$ cat config.mk
export PLATFORM = sky130hd
export DESIGN_NAME = rr_mux_arbiter
export DESIGN_NICKNAME = d
export VERILOG_FILES = /design/src/rtl/arb_pkg.sv /design/src/rtl/rr_mux_arbiter_mux_reg.sv /design/src/rtl/rr_mux_arbiter.sv
export SDC_FILE = /design/constraint.sdc
export NUM_CORES = 1
export LEC_CHECK = 0
export CORE_ASPECT_RATIO = 1.25
export CORE_MARGIN = 2
export CORE_UTILIZATION = 25
export CTS_CLUSTER_DIAMETER = 60
export DETAILED_ROUTE_END_ITERATION = 7
export PLACE_DENSITY = 0.47
export SYNTH_ARGS = -nofsm -noshare
export SYNTH_HDL_FRONTEND = slang
export SYNTH_HIERARCHICAL = 1
export SYNTH_SLANG_ARGS = --single-unit
$ cat constraint.sdc
create_clock -name clk -period 3.17 [get_ports clk]
set_input_delay 0.317 -clock clk [delete_from_list [all_inputs] [get_ports clk]]
set_output_delay 0.317 -clock clk [all_outputs]
set_load 0.01 [all_outputs]
$ cat src/rtl/arb_pkg.sv
// ---------------------------------------------------------------------------
// arb_pkg
// Shared definitions for the rr_mux_arbiter block.
//   state_e          : arbiter FSM state encoding. The two OWN codes are
//                      one-hot, so each grant is a single state register bit.
//   burst_cnt_width(): width of the per-tenure transfer counter,
//                      clog2(MAX_BURST) with a floor of one bit.
// ---------------------------------------------------------------------------
package arb_pkg;

  typedef enum logic [1:0] {
    ST_IDLE = 2'b00,
    ST_OWN0 = 2'b01,
    ST_OWN1 = 2'b10
  } state_e;

  // The counter only has to reach MAX_BURST-1. MAX_BURST of 1 or 2 still
  // needs one physical bit.
  function automatic int burst_cnt_width(input int max_burst);
    return (max_burst <= 2) ? 1 : $clog2(max_burst);
  endfunction

endpackage : arb_pkg

$ cat src/rtl/rr_mux_arbiter_mux_reg.sv
// ---------------------------------------------------------------------------
// mux_reg
// WIDTH-bit 2:1 mux feeding a load-enabled output register, plus a valid
// flag that marks the cycle after each load.
//   clk         : system clock, rising edge
//   reset_n     : asynchronous, active-low reset
//   sel_i       : 0 selects in0_i, 1 selects in1_i
//   load_i      : capture the selected input on this edge
//   in0_i/in1_i : data inputs
//   out_o       : registered selected data (holds when not loaded)
//   out_valid_o : high for exactly the cycles following a load
// ---------------------------------------------------------------------------
module mux_reg #(
  parameter int WIDTH = 8
) (
  input  logic             clk,
  input  logic             reset_n,
  input  logic             sel_i,
  input  logic             load_i,
  input  logic [WIDTH-1:0] in0_i,
  input  logic [WIDTH-1:0] in1_i,
  output logic [WIDTH-1:0] out_o,
  output logic             out_valid_o
);

  logic [WIDTH-1:0] out_q, out_d;
  logic             valid_q;

  assign out_d = sel_i ? in1_i : in0_i;

  // NOTE: sequential state uses non-blocking (<=) so every flop samples the
  // pre-edge values; blocking here would create order-dependent simulation.
  always_ff @(posedge clk or negedge reset_n) begin
    if (!reset_n) begin
      out_q   <= '0;
      valid_q <= 1'b0;
    end else begin
      valid_q <= load_i;
      if (load_i) begin
        out_q <= out_d;
      end
    end
  end

  assign out_o       = out_q;
  assign out_valid_o = valid_q;

endmodule : mux_reg

$ cat src/rtl/rr_mux_arbiter.sv
// ---------------------------------------------------------------------------
// rr_mux_arbiter
// Round-robin arbiter that shares one registered 2:1 mux between two
// requesters. An owner keeps the datapath while it requests. When the other
// side is also waiting, a tenure is capped at MAX_BURST transfers.
//   clk       : system clock, rising edge
//   reset_n   : asynchronous, active-low reset
//   req0/in0  : requester 0 request and data
//   req1/in1  : requester 1 request and data
//   gnt0/gnt1 : registered ownership grants
//   sel       : registered mux select (equals gnt1)
//   out       : registered data captured on each transfer
//   out_valid : out was captured by the previous cycle's transfer
// A transfer is a cycle in which the current owner holds its req high.
// ---------------------------------------------------------------------------
module rr_mux_arbiter
  import arb_pkg::*;
#(
  parameter int WIDTH     = 8,
  parameter int MAX_BURST = 4
) (
  input  logic             clk,
  input  logic             reset_n,
  input  logic             req0,
  input  logic [WIDTH-1:0] in0,
  input  logic             req1,
  input  logic [WIDTH-1:0] in1,
  output logic             gnt0,
  output logic             gnt1,
  output logic             sel,
  output logic [WIDTH-1:0] out,
  output logic             out_valid
);

  localparam int             CNT_W    = burst_cnt_width(MAX_BURST);
  localparam logic [CNT_W-1:0] CNT_LAST = CNT_W'(MAX_BURST - 1);

  state_e           state_q, state_d;
  logic [CNT_W-1:0] burst_cnt_q, burst_cnt_d;
  // prio_q names the requester that wins a tie out of IDLE.
  logic             prio_q, prio_d;

  logic   own_req;     // current owner's request
  logic   oth_req;     // the non-owner's request
  logic   oth_id;      // index of the non-owner
  state_e oth_state;   // OWN state of the non-owner
  logic   xfer;

  // These values only matter in the OWN states. In IDLE they are don't-care
  // because xfer is forced low.
  always_comb begin
    own_req   = (state_q == ST_OWN1) ? req1 : req0;
    oth_req   = (state_q == ST_OWN1) ? req0 : req1;
    oth_id    = (state_q == ST_OWN1) ? 1'b0 : 1'b1;
    oth_state = (state_q == ST_OWN1) ? ST_OWN0 : ST_OWN1;
  end

  assign xfer = (state_q != ST_IDLE) && own_req;

  // -------------------------------------------------------------------------
  // Next-state logic
  // -------------------------------------------------------------------------
  // NOTE: every always_comb output is given a default before the case so no
  // path leaves it unassigned; an unassigned path would infer a latch.
  always_comb begin
    state_d     = state_q;
    burst_cnt_d = burst_cnt_q;
    prio_d      = prio_q;

    unique case (state_q)
      ST_IDLE: begin
        burst_cnt_d = '0;
        if (req0 && req1) begin
          state_d = prio_q ? ST_OWN1 : ST_OWN0;
        end else if (req0) begin
          state_d = ST_OWN0;
        end else if (req1) begin
          state_d = ST_OWN1;
        end
      end

      ST_OWN0, ST_OWN1: begin
        if (own_req) begin
          if (burst_cnt_q == CNT_LAST) begin
            // The burst cap is reached. Hand over with no bubble if the other
            // side waits. Otherwise wrap and keep the uncontested tenure.
            burst_cnt_d = '0;
            if (oth_req) begin
              state_d = oth_state;
              prio_d  = oth_id;
            end
          end else begin
            burst_cnt_d = burst_cnt_q + CNT_W'(1);
          end
        end else begin
          // The owner dropped its request. The other side always gets
          // priority next, even if that side only requests later from IDLE.
          burst_cnt_d = '0;
          prio_d      = oth_id;
          state_d     = oth_req ? oth_state : ST_IDLE;
        end
      end

      default: begin
        state_d     = ST_IDLE;
        burst_cnt_d = '0;
      end
    endcase
  end

  always_ff @(posedge clk or negedge reset_n) begin
    if (!reset_n) begin
      state_q     <= ST_IDLE;
      burst_cnt_q <= '0;
      prio_q      <= 1'b0;
    end else begin
      state_q     <= state_d;
      burst_cnt_q <= burst_cnt_d;
      prio_q      <= prio_d;
    end
  end

  // The OWN codes are one-hot, so each grant is a state flop and needs no
  // decode logic.
  assign gnt0 = state_q[0];
  assign gnt1 = state_q[1];
  assign sel  = gnt1;

  // -------------------------------------------------------------------------
  // Datapath
  // -------------------------------------------------------------------------
  mux_reg #(
    .WIDTH(WIDTH)
  ) u_mux_reg (
    .clk         (clk),
    .reset_n     (reset_n),
    .sel_i       (sel),
    .load_i      (xfer),
    .in0_i       (in0),
    .in1_i       (in1),
    .out_o       (out),
    .out_valid_o (out_valid)
  );

endmodule : rr_mux_arbiter
==> flow_summary.json <==
{
  "final_common_cell": "clkdlybuf4s50_1",
  "cts_tree": "done",
  "worstReg2RegStart": "state_q[1]",
  "cts.sinks": 14,
  "fin_tns_setup_ps": 0,
  "overflow": 0,
  "clk_latency_ps": 240,
  "first_pass_iters": 4,
  "post_synth.cell_area_avg_um2": 10.20,
  "ctsResizeCount": 0,
  "hold_buffers": 0,
  "final-max-slew-violation-count": 0,
  "ys_warn_count": 6,
  "crit_start": "state_q[1]",
  "crit_type": "reg2reg",
  "top_usage_layer": "met2",
  "fmax_mhz": 456.1,
  "grt_max_degree": 18,
  "power_mw": 1.047,
  "status": "completed",
  "postCtsSetupRepairBufs": 0,
  "p_per_area_mw_per_mm2": 891.8,
  "path_cells": "inv_1 > ha_1 > nand3_1 > a21oi_1 > a311oi_2 > mux2_2",
  "use_met3_pct": 2.655,
  "ioPinCount": 32,
  "grt_pass1_wl_mm": 2.829,
  "irDropWorstVdd_mv": 0.3231,
  "max_stage_delay_ps": 760,
  "wirelength_mm": 1.835,
  "crit_buf_inv": 1,
  "drc": 0,
  "post-route-period-util_pct": 69.16,
  "rsz0062_at_grt": "false",
  "cp-start-kind": "flip-flop",
  "portBuffers": 31,
  "maxCapViolations": 0,
  "synth_cells": 79,
  "clk_pin_slew_ps": 50,
  "endpoint_kind": "flip-flop",
  "path_max_fanout": 15,
  "cp.arrival_ps": 2310,
  "mostFrequentLayoutCells": "clkdlybuf4s50_1 (31), dfrtp_1 (14), a21oi_1 (11)",
  "worst_hold_slack_ps": 432.1,
  "p_leak_nw": 0.5225,
  "fin_crit_ps": 2192,
  "cts_buffer_depth": 2,
  "gp_congestion": 0.7892,
  "antenna_found_initial": 0,
  "grt_pass1_vias": 664,
  "pre_cts_ws_ps": 948.1,
  "hpwl_mm": 1.430,
  "ant_nets": 0,
  "die_y_um": 67.48,
  "wire_per_inst_um": 12.48,
  "n_antenna_cell": 0,
  "num_rows": 23,
  "hold_path.class": "reg2reg",
  "nets": 137,
  "yosys_register_bits": 14,
  "track_usage_pct": 10.90,
  "die_area_mm2": 0.003696,
  "vias": 671,
  "hold_start": "burst_cnt_q[0]",
  "met1_usage_pct": 12.40,
  "cts-root-buf": "clkbuf_8",
  "tritoncts.num_buffers": 3,
  "syn-cell-area_um2": 805.8,
  "start_util_pct": 25.69,
  "ys_seq_area_share_pct": 43.48,
  "area_growth_pct": 45.65,
  "ys_types": 23,
  "core_mm2": 0.003137,
  "fin_skew_ps": 5.231,
  "worst_pin_slew_ps": 657.1,
  "h-tree-depth": 1,
  "max-slew-margin-rel_pct": 56.20,
  "worst_slack_ps": 977.5,
  "path_delay_family": "flip-flops",
  "via_per_inst": 4.565,
  "drive_gt1_share_pct": 10.00,
  "drtIter0Drc": 19,
  "die_w_um": 54.78,
  "hold_viol": 0,
  "num-fill-cells": 318,
  "crit_slowest_cell": "dfrtp_1",
  "crit_required_ps": 3290,
  "finalSetupViolCount": 0,
  "met2_usage_pct": 18.30,
  "synth_nets": 104
}
-- routing by layer --
metal / vias to the layer above / routed length (µm)
met1: 299 / 715
met5: - / 0
li1: 341 / -
met4: 0 / 10
met2: 29 / 893
met3: 2 / 217
-- synthesized netlist by cell type --
cell type | number | area, µm²
dfrtp_1 | 14 | 350.3
a21oi_1 | 11 | 55.05
mux2i_1 | 9 | 90.09
nor2_1 | 8 | 30.03
ha_1 | 5 | 62.56
nand2_1 | 5 | 18.77
nand3_1 | 4 | 20.02
inv_1 | 3 | 11.26
a21o_2 | 2 | 17.52
buf_4 | 2 | 15.01
buf_6 | 2 | 22.52
mux2_2 | 2 | 22.52
o21ai_0 | 2 | 10.01
a21bo_2 | 1 | 10.01
a21oi_2 | 1 | 8.760
a311oi_2 | 1 | 15.01
and2b_1 | 1 | 7.510
and3_1 | 1 | 6.260
nand2b_1 | 1 | 6.260
nor2b_1 | 1 | 6.260
nor3_1 | 1 | 5.000
nor3b_1 | 1 | 7.510
or2b_1 | 1 | 7.510
-- area by class of cell --
cell class                 instances  area (µm²)  area share (%)
timing repair buffer              32       317.8           27.08
sequential                        14       350.3           29.85
clock buffer                       3       41.29           3.518
inverter                           3       11.26          0.9595
multi-input combinational         58       406.6           34.65
tap                               37       46.29           3.945
-- metrics by stage --
stage               util (%)  cells  cell area (µm²)
finish                 37.42    147             1174
global route           37.42    147             1174
CTS                    37.42    147             1174
detailed placement     36.10    144             1132
global placement       36.10    144             1132
floorplan                  -     79            805.8
-- logic make-up (layout without fill, tap and decap cells) --
| kind of cell | Yosys count | count (layout) | synth area share [%] |
|---|---|---|---|
| AO/OA/AOI/OAI | 18 | 18 | 14.44 |
| adder cells (fa/ha/maj) | 5 | 5 | 7.764 |
| buffers and inverters | 7 | 38 | 6.055 |
| flip-flops | 14 | 14 | 43.48 |
| multiplexers | 11 | 11 | 13.98 |
| AND/OR/NAND/NOR | 24 | 24 | 14.29 |
-- state kept, by name, summed over array words and instances (netlist names) --
signal / cells
prio_q: 1
burst_cnt_q: 2
u_mux_reg/out_o: 8
u_mux_reg/out_valid_o: 1
state_q: 2
-- power breakdown --
group | total, mW | internal [mW] | switching [mW]
logic | 0.574 | 0.318 | 0.255
clock network | 0.139 | 0.0837 | 0.0552
registers | 0.334 | 0.261 | 0.0731
total | 1.05 | 0.663 | 0.384
-- path summary, 6_finish.rpt --
check | end | slack [ps] | cells past startpoint
min in group asynchronous | u_mux_reg/out_o[1] | 470 | 1
max | state_q[1] | 980 | 6
min | burst_cnt_q[0] | 430 | 1
max reg2reg | state_q[1] | 980 | 6
max in group asynchronous | u_mux_reg/out_o[3] | 2290 | 1
min reg2reg | burst_cnt_q[0] | 430 | 1
Power figures use the tool's default switching activity.
==> patch: new RTL, same settings <==
Reset style: synchronous (`reset_n`), changed in 2 clocked blocks. Comments in the files are not updated.
--- a/src/rtl/rr_mux_arbiter_mux_reg.sv
+++ b/src/rtl/rr_mux_arbiter_mux_reg.sv
@@ -31,5 +31,5 @@
   // NOTE: sequential state uses non-blocking (<=) so every flop samples the
   // pre-edge values; blocking here would create order-dependent simulation.
-  always_ff @(posedge clk or negedge reset_n) begin
+  always_ff @(posedge clk) begin
     if (!reset_n) begin
       out_q   <= '0;
--- a/src/rtl/rr_mux_arbiter.sv
+++ b/src/rtl/rr_mux_arbiter.sv
@@ -109,5 +109,5 @@
   end
 
-  always_ff @(posedge clk or negedge reset_n) begin
+  always_ff @(posedge clk) begin
     if (!reset_n) begin
       state_q     <= ST_IDLE;
Check against the original RTL: differs if reset_n is asserted again (counterexample within 4 cycles, from zero or initial values and one cycle with reset_n low); with reset_n held inactive, the same outputs for 10 cycles.
==> patch against the original RTL <==
Non-clock buffer count unchanged. Sequential power decreased by 21%. Sequential share of layout area decreased by 3.7 points. Area after synthesis decreased by 11%. Count of clock-buffer cells in the layout unchanged. Combinational power decreased by 18%. First-iteration DRC count decreased by 79%. Worst setup slack got worse by 2.1 ps. Critical endpoint is now u_mux_reg/out_o[3]. Clock skew increased by 1.4 ps. Largest power group unchanged. Sequential cell count unchanged. Design area decreased by 8.7%. Routed wire length decreased by 8.7%. Total power decreased by 21%.
==> patch: results (changes against the original RTL) <==
Setup path
  – Flop2flop setup slack: 980 ps (about the same)
  – Crit path DAT: 2400 ps (+90 ps)
  – CP Max Fanout: 17 (+2)
  – Delay-heaviest family, CP: simple AND/OR/NAND/NOR gates
  – Worst path slowest cell: nor2_1
  – Reg-to-Reg Start: state_q[1]

Power
  – Clock share of power: 0.120 (-0.013)
  – Sequential share of power: 0.317 (-0.002)
  – Leak: 0.403 nW (-23%)

Clock tree
  – Clk Latency, worst-skew pair: 280 ps (+40 ps)
  – Register clock-pin slew on the reported worst setup and hold paths: 80 ps (+30 ps)
  – CTS root buf: clkbuf_4

Global route
  – GRT Total Usage: 0.113 (+0.00356)
  – First-pass GRT wire length: 2.81 mm (-0.74%)
  – Vias in the first global route: 692 (+4.2%)

Outcome
  – Status: finished clean

Timing
  – Worst slew pin tran: 934 ps (+277 ps)

Drt
  – Routed wl met3: 148 um (-32%)
  – Wire per inst: 11.7 um (-6.2%)
  – Drt pass-1 iters: 2 (-2)
  – DRT iter0 DRCs: 4 (-15)
  – Met2 WL post-DR: 738 um (-17%)
  – Wl on met1: 753 um (+5.3%)

Layout
  – Net count, final: 135 (-1.5%)

Synthesis
  – Sequential share of the synthesized area: 0.390 (-0.0445)
  – Largest cells by area after synthesis: dfxtp_1 (39%), mux2i_1 (13%), ha_1 (7.0%)
  – Synth Flop Type: dfxtp_1
  – Synth cell count leaders: dfxtp_1 (14), o21ai_0 (10), a21oi_1 (9), mux2i_1 (9)
  – Netlist cell types: 27 (+17%)

Hold path
  – Worst hold endpoint: burst_cnt_q[0]
  – Worst Hold Launch: burst_cnt_q[0]

Placement
  – Placed cell area: 1050 um^2 (-7.4%)
  – Final GP Congestion: 0.695 (-12%)
## patch: cell count changes after synthesis, moves of 2 or more
| cell | before | now |
|---|---|---|
| nand3_1 | 4 | 1 |
| dfxtp_1 | 0 | 14 |
| a21oi_1 | 11 | 9 |
| dfrtp_1 | 14 | 0 |
| nor2_1 | 8 | 2 |
| mux2_2 | 2 | 0 |
| o21ai_0 | 2 | 10 |
| o21ai_1 | 0 | 2 |
| a21o_2 | 2 | 0 |
## patch: kinds of logic (layout without fill, tap and decap cells)
logic type,after synthesis,in the layout,synth area share
buf+inv,7,39,0.0627
simple gates,15,15,0.115
flops,14,14,0.390
fa+ha+maj,4,4,0.0697
mux,9,9,0.125
compound gates,28,28,0.237
## patch: cell type report
| type | instances | area [um^2] |
|---|---|---|
| inverters | 4 | 15.0 |
| clock buffers | 3 | 22.5 |
| fillers | 292 | 1640 |
| repair buffers | 32 | 318 |
| flip-flops and latches | 14 | 280 |
| well taps | 34 | 42.5 |
| multi-input cells | 56 | 393 |
## patch: layer usage
| layer | vias up | track usage |
|---|---|---|
| met5 | - | 0 |
| met4 | 0 | 0.0592 |
| met3 | 5 | 0.0491 |
| met2 | 27 | 0.182 |
| met1 | 300 | 0.121 |
| li1 | 345 | - |
## patch: worst reg2reg max path, delay by kind of cell, from the launching register on
kind	cells	cell delay, ps
buf+inv	1	220
fa+ha+maj	1	310
flops	1	320
mux	1	160
compound gates	2	370
simple gates	1	740
## patch: per-stage QoR
stage	setup WS (ps)	util	hold slack, ps	power [W]	cells
after floorplan	1540	-	404	0.000574	77
after global placement	962	0.387	435	0.000743	140
after detailed placement	899	0.387	438	0.000741	140
after CTS	972	0.396	450	0.000845	143
after global routing	760	0.396	473	0.000902	143
final	975	0.396	444	0.000830	143
